File: src/rtl/bitnet_seq_pkg.sv
// Shared types and constants for the training-pass sequencer.
// Holds the FSM state encoding and the oscillator LFSR seed and taps.
package bitnet_seq_pkg;

   typedef enum logic [2:0] {
      IDLE,
      FWD,
      CAPT,
      BWD,
      DONE
   } seq_state_t;

   localparam logic [15:0] LFSR_SEED = 16'hACE1;
   // Right-shifting Fibonacci form of x^16+x^14+x^13+x^11: taps at bits 0,2,3,5
   localparam logic [15:0] LFSR_TAPS = 16'h002D;

endpackage

File: src/rtl/lfsr16.sv
// Free-running 16-bit Fibonacci LFSR; one step per enabled cycle, output is bit 0.
// Deliberately has no reset so it keeps stepping while the array is held in reset.
module lfsr16
   import bitnet_seq_pkg::*;
(
   input  logic clk_in,
   input  logic en,
   output logic lfsr_bit
);

   logic [15:0] lfsr_q = LFSR_SEED;

   always_ff @(posedge clk_in) begin
      if (en) begin
         lfsr_q <= {^(lfsr_q & LFSR_TAPS), lfsr_q[15:1]};
      end
   end

   assign lfsr_bit = lfsr_q[0];

endmodule

File: src/rtl/prop_sequencer.sv
// Drives one sample through a DEPTH-layer array: forward strobes, capture, optional backward strobes.
// Result valid DEPTH+2 (inference) or 2*DEPTH+2 (train) cycles after accept; held until res_ready.
module prop_sequencer
   import bitnet_seq_pkg::*;
#(
   parameter int WIDTH = 3,
   parameter int DEPTH = 4
) (
   input  logic                       clk_in,
   input  logic                       rst_in,
   input  logic                       sample_valid,
   output logic                       sample_ready,
   input  logic [WIDTH-1:0]           sample_in,
   input  logic [WIDTH-1:0]           sample_tgt,
   input  logic                       train_en,
   output logic [WIDTH-1:0]           net_fin,
   input  logic [WIDTH-1:0]           net_fout,
   output logic [WIDTH-1:0]           net_bin,
   output logic [DEPTH-1:0]           fd_prop,
   output logic [DEPTH-1:0]           bk_prop,
   output logic                       oscillator,
   output logic                       res_valid,
   input  logic                       res_ready,
   output logic [WIDTH-1:0]           res_out,
   output logic [$clog2(WIDTH+1)-1:0] res_errs
);

   localparam int CNT_W = (DEPTH > 1) ? $clog2(DEPTH) : 1;
   localparam int ERR_W = $clog2(WIDTH + 1);
   localparam logic [CNT_W-1:0] LAST = CNT_W'(DEPTH - 1);

   seq_state_t       state_q, state_d;
   logic [CNT_W-1:0] cnt_q;
   logic [WIDTH-1:0] tgt_q;
   logic [WIDTH-1:0] err_vec;
   logic [ERR_W-1:0] err_cnt;
   logic             train_q;
   logic             accept;

   lfsr16 u_lfsr (
      .clk_in   (clk_in),
      .en       (1'b1),
      .lfsr_bit (oscillator)
   );

   // Ready is masked by reset so the host never sees a handshake that reset will discard
   assign sample_ready = (state_q == IDLE) && !rst_in;
   assign accept       = sample_valid && sample_ready;
   assign res_valid    = (state_q == DONE);
   assign err_vec      = net_fout ^ tgt_q;

   always_comb begin
      err_cnt = '0;
      for (int i = 0; i < WIDTH; i++) begin
         err_cnt = err_cnt + ERR_W'(err_vec[i]);
      end
   end

   always_comb begin
      state_d = state_q;
      fd_prop = '0;
      bk_prop = '0;
      case (state_q)
         IDLE: begin
            if (accept) state_d = FWD;
         end
         FWD: begin
            fd_prop = DEPTH'(1) << cnt_q;
            if (cnt_q == LAST) state_d = CAPT;
         end
         CAPT: begin
            state_d = train_q ? BWD : DONE;
         end
         BWD: begin
            bk_prop = DEPTH'(1) << cnt_q;
            if (cnt_q == '0) state_d = DONE;
         end
         DONE: begin
            if (res_ready) state_d = IDLE;
         end
         default: state_d = IDLE;
      endcase
   end

   always_ff @(posedge clk_in) begin
      if (rst_in) begin
         state_q  <= IDLE;
         cnt_q    <= '0;
         net_fin  <= '0;
         tgt_q    <= '0;
         train_q  <= 1'b0;
         net_bin  <= '0;
         res_out  <= '0;
         res_errs <= '0;
      end else begin
         state_q <= state_d;
         case (state_q)
            IDLE: begin
               if (accept) begin
                  net_fin <= sample_in;
                  tgt_q   <= sample_tgt;
                  train_q <= train_en;
                  cnt_q   <= '0;
               end
            end
            FWD: begin
               if (cnt_q != LAST) cnt_q <= cnt_q + CNT_W'(1);
            end
            CAPT: begin
               res_out  <= net_fout;
               net_bin  <= err_vec;
               res_errs <= err_cnt;
               // Backward pass walks from the last layer down
               cnt_q    <= LAST;
            end
            BWD: begin
               if (cnt_q != '0) cnt_q <= cnt_q - CNT_W'(1);
            end
            default: ;
         endcase
      end
   end

endmodule
File: config.mk
export PLATFORM = sky130hd
export DESIGN_NAME = prop_sequencer
export DESIGN_NICKNAME = d
export VERILOG_FILES = /design/src/rtl/bitnet_seq_pkg.sv /design/src/rtl/lfsr16.sv /design/src/rtl/prop_sequencer.sv
export SDC_FILE = /design/constraint.sdc
export NUM_CORES = 1
export LEC_CHECK = 0
export ABC_CLOCK_PERIOD_IN_PS = 1700
export CAP_MARGIN = 10
export CORE_ASPECT_RATIO = 0.9
export CORE_MARGIN = 3
export CORE_UTILIZATION = 47
export DETAILED_ROUTE_END_ITERATION = 16
export PLACE_DENSITY = 0.77
export SETUP_SLACK_MARGIN = 0.02
export SLEW_MARGIN = 0
export SYNTH_ARGS = -nofsm -noshare
export SYNTH_HDL_FRONTEND = slang
export SYNTH_SLANG_ARGS = --single-unit
File: constraint.sdc
create_clock -name clk_in -period 1.7 [get_ports clk_in]
set_clock_uncertainty 0.2 [all_clocks]
set_input_delay 0.255 -clock clk_in [delete_from_list [all_inputs] [get_ports clk_in]]
set_output_delay 0.255 -clock clk_in [all_outputs]
set_load 0.01 [all_outputs]
Word level (Yosys, flattened, before mapping):

Cells that the tools add are included.

* register bits after elaboration: 36
* bits of input ports: 14
* output and inout bits: 22
* logic and storage cells: 50

* add/sub/neg operators: 4
* equal/unequal tests: 12
* shifts and indexed selects: 1
* multiplexer cells: 12
* bitwise logic cells: 1
* reductions and logical operators: 11

Operators by type and width (count)
* parity 16 bit: 1
* 2-to-1 mux 3 bit: 5
* case mux 3 bit (5 select lines): 1
* != test 2 bit (second input constant): 6
* 2-to-1 mux 4 bit: 2
* case mux 2 bit (4 select lines): 1
* AND reduction 4 bit: 2
* == test 3 x 2 -> 1 bit (second input constant): 2
* 2-to-1 mux 2 bit: 3
* nonzero test 4 bit: 1
* << shifter 1 x 2 -> 4 bit (first input constant): 1
* == test 3 x 1 -> 1 bit (second input constant): 1
* == test 3 bit (second input constant): 1
* logical NOT 3 bit: 1
* bitwise XOR 3 bit: 1
* adder 1 x 1 -> 2 bit: 1
* adder 2 x 1 -> 2 bit: 1
* adder 2 x 1 -> 2 bit (second input constant): 1
* == test 2 bit (second input constant): 1
* logical AND 1 bit: 2
* logical NOT 2 bit: 1
* != test 2 x 1 -> 1 bit (second input constant): 1
* AND reduction 2 bit: 1
* nonzero test 2 bit: 1
* other kinds (2): 2

Logic depth before layout (Yosys ltp):

* depth in word-level cells: 5
* depth in mapped cells: 5
* gate-level depth less buffers: 3

Hierarchy:

A second synthesis with hierarchy kept.

* cells, all modules: 149
* area total of the unflattened synthesis: 1574.0 µm²

Modules (own cells, without submodules)
* prop_sequencer: times used 1, cells each 130, area an instance 1067.3 µm², seq. area each 400.4 µm²
* lfsr16: times used 1, cells each 19, area an instance 506.7 µm², seq. area each 480.5 µm²

Least setup slack after synthesis:

Ideal clock, no wire load.

* path type: register to output
* start: register state_q[0]
* end: output port fd_prop[1]
* arrival time: 1.199 ns
* required time: 1.245 ns
* path slack: 0.046 ns
* cell stages (with the launch flop): 5
* path buffers: 2
* cell sequence: dfxtp_1 -> buf_6 -> clkbuf_1 -> nand2_1 -> nor4_1

* longest elaborated chain between the ends: 2

RTL lines
* from (decl): line prop_sequencer.sv:32 `seq_state_t state_q, state_d;`
* from (signal assigned): line prop_sequencer.sv:96 `state_q <= state_d;`
* == test 3 x 1 -> 1 bit: line prop_sequencer.sv:63 `case (state_q)`
* 2-to-1 mux 4 bit: line prop_sequencer.sv:63
* to (decl): line prop_sequencer.sv:19 `output logic [DEPTH-1:0] fd_prop,`

Every way passes these cells.

Worst setup path in the final report:

* start: register state_q[2]
* end: output port sample_ready

* longest elaborated chain between the ends: 2

RTL lines
* logical NOT 3 bit: line prop_sequencer.sv:47 `assign sample_ready = (state_q == IDLE) && !rst_in;`
* logical AND 1 bit: line prop_sequencer.sv:47
* to (decl): line prop_sequencer.sv:12 `output logic sample_ready,`

Every way passes these cells.

==> results.txt <==
The number of iterations in the first detailed-routing pass came out at 4. For this run, the slowest stage of the critical path takes 0.39 ns. The deepest level of the CTS H-tree is 2.

The floorplan die width is 62.9 microns. The checks that failed: setup timing. The slowest cell on the critical path is sky130_fd_sc_hd__dfxtp_4. The min-delay analysis places its worst path in the category flop to flop.

The leftover overflow at the end of global routing is 0. The run finished, with violations left. The critical path data arrival time came out at 1.28 ns. The ratio of routed vias to standard cells came out at 5.04. In the finished design, the share of the clock period the worst path needs comes to 1.02.

The accumulated negative setup slack came out at -0.0464 ns. Pin placement for this block handled 36 I/O pins. The maximum number of buffers from clock root to sink is 2. During synthesis, Yosys emitted a total of 0 warnings. Synthesis produced a netlist whose cell count is 129.

The number of global-route vias before repair is 1157. Across the run, the number of max-cap violations was 0. The die is 57.2 microns tall. The later-pin clock latency in the skew report is 0.34 ns. The max-slew violation count came to 0.

The final number of hold-violating endpoints is 0. The distinct cell type count after synthesis is 32. The final critical path time including I/O delays and setup is 1.74 ns. The total nets after synthesis is 144. The finished cells cover 2110 sq um. The first-pass GRT wire length came out at 5180 microns. The final estimated routing congestion in global placement is 0.793. The setup slack of the critical path after layout is -0.0367 ns. The clock tree from TritonCTS is yes. The worst max-slew margin expressed relative to the limit came out at 0.808. The required arrival time at the worst endpoint is 1.24 ns.

The remaining antenna violation count after routing came out at 0. After clock tree synthesis, the clock-pin slew on the worst setup and hold paths is 0.10 ns. The maximum number of pins on one net before global-route repair came out at 21.

The per-cell routed wire length is 14.2 microns. The detailed router's first-iteration violation count came out at 30. Leaving out fill and tap cells, the most frequent cell in the layout is sky130_fd_sc_hd__dfxtp_1.

By startpoint and endpoint, the worst setup path is classified as flop to output port. The routed wire length came out at 3270 microns. For this block, the via count after detailed routing is 1160. The maximum ir drop on the vdd rail is 529 uV. The clock sink total is 36. The post-synthesis area per instance came out at 10.6 sq um. For this run, the share of the core covered by cells in the final layout is 0.805.

The leakage dissipation came out at 1.03 nW. Counting the buffers created by CTS gives 5. The count of final setup violators came out at 3. The post-synthesis instance area came out at 1370 sq um. Of all cell types, the one taking the most synthesized area is sky130_fd_sc_hd__dfxtp_1. The final-stage net count came out at 207. Of the cells placed in the final design, the portion with a size suffix greater than 1 is 0.380. The overall fraction of global-route tracks in use came out at 0.186. The timing-limited maximum frequency came out at 576 MHz. By area the synthesized netlist is led by sky130_fd_sc_hd__dfxtp_1 53%, sky130_fd_sc_hd__mux2_4 7.7%, sky130_fd_sc_hd__a211oi_1 3.3%, sky130_fd_sc_hd__nor2_1 3.3%, sky130_fd_sc_hd__nor2b_1 3.2%.

The area fraction of the dominant cell type after synthesis came out at 0.526. In this run the standard cell core region covers 2620 sq um. The critical path capture point type is an output port. Setup repair after global routing could not meet its margin everywhere.

The count of buffers from port buffering is 35. The register area share after synthesis is 0.526. The starting utilization of the core area is 0.524. From synthesis to final layout, the design area changed by 53.6%.

The tree is rooted in a sky130_fd_sc_hd__clkbuf_4. After detailed placement, the total cell area comes to 1900 sq um. The half-perimeter wire length of the detailed placement result came out at 2210 microns. The number of antenna violations at the first check in global routing came out at 0. The worst setup path is launched from a flop. The die area is 3600 sq um. The floorplan has 17 rows. The maximum net fanout on the critical path is 6. In the layout the commonest cells are 32 x sky130_fd_sc_hd__dfxtp_1, 22 x sky130_fd_sc_hd__buf_4, 13 x sky130_fd_sc_hd__clkdlybuf4s50_1.

The number of placed instances, taps included is 218. The total power divided by cell area is 927 nW/um^2. After detailed routing, the number of remaining DRC violations is 0. The number of non-filler instances in the completed layout is 230.

Synthesis inferred 36 register bits. The count of antenna diodes in the layout came out at 0. For the pin with the worst max-slew slack, the measured transition is 0.287 ns. The signal on the critical path passes through buf_6, nor4_4, buf_2.
==> flip-flops by register name (all words and copies together) (netlist names) <==
register and cells:
cnt_q 2, net_bin 3, net_fin 3, res_errs 2
res_out 3, state_q 3, tgt_q 3, train_q 1
u_lfsr.lfsr_q 16
==> synthesized netlist by cell type, drive strengths merged <==
library cell  number
o22ai              1
and3b              1
a22o               2
nor3               6
or2                1
clkbuf             2
a211oi             6
a2111oi            1
a311oi             3
xor2               1
nor4               3
nor2b              7
nor3b              1
nand2b             3
fa                 1
nor2              12
nand3              1
mux2               7
inv                4
dfxtp             36
and2               1
buf                6
xnor2              5
nand2              7
a21oi              5
o21ai              6
==> stage by stage <==
stage	power [mW]	hold slack [ns]	setup WS, ns
floorplan	1.18	0.110	0.0458
global placement	1.40	0.112	-0.200
detailed placement	1.41	0.114	-0.231
CTS	1.92	0.132	-0.0385
global route	2.05	0.142	-0.127
finish	1.95	0.129	-0.0367
==> per-layer routing <==
metal | vias to the layer above | global-route usage | share of wire
met4 | 0 | 0.0786 | 0.019
met3 | 7 | 0.0630 | 0.053
met2 | 36 | 0.325 | 0.49
li1 | 569 | - | -
met5 | - | 0 | 0
met1 | 548 | 0.207 | 0.44
==> critical path, delay by kind of cell, from the launching register on <==
family / cells / cell delay, ns
and+or+nand+nor: 1 / 0.25
buffers and inverters: 2 / 0.30
DFF: 1 / 0.39
==> area by class of cell <==
| type | instances | area, sq um |
|---|---|---|
| clock buffer | 7 | 65.1 |
| fill | 165 | 509 |
| inverter | 4 | 15.0 |
| multi-input combinational | 81 | 682 |
| sequential | 36 | 733 |
| tap | 38 | 47.5 |
| timing repair buffer | 64 | 564 |
==> cells by family (layout without fill, tap and decap cells) <==
logic type	count (synthesis)	in the layout	synth area share
flip-flops	36	36	0.526
multiplexers	7	7	0.0766
adder cells (fa/ha/maj)	1	1	0.0146
XOR/XNOR	6	6	0.0383
AO/OA/AOI/OAI	24	24	0.120
buffers and inverters	12	75	0.0465
AND/OR/NAND/NOR	43	43	0.178
==> repair_timing <==
item	4_1_cts	5_1_grt
hold buffers	0	0
cloned	0	1
pin swaps	2	3
gates resized for setup	62	23
buffers inserted	3	1
setup endpoints to repair	18	30
==> path summary, 6_finish.rpt <==
| kind | from | endpoint | slack [ns] | depth (start not counted) |
|---|---|---|---|---|
| hold reg to reg | u_lfsr.lfsr_q[6] | u_lfsr.lfsr_q[5] | 0.13 | 0 |
| hold / removal | u_lfsr.lfsr_q[6] | u_lfsr.lfsr_q[5] | 0.13 | 0 |
| setup / recovery | state_q[2] | sample_ready | -0.04 | 3 |
| setup reg to reg | state_q[2] | net_fin[0] | 0.04 | 5 |
==> power by group <==
group / total [mW] / internal (mW) / leakage (nW) / switching, mW
sequential: 0.945 / 0.894 / 0.295 / 0.0515
clock: 0.492 / 0.234 / 0.0374 / 0.258
combinational: 0.515 / 0.284 / 0.702 / 0.232
No activity file was read; power rests on OpenSTA's default activity.
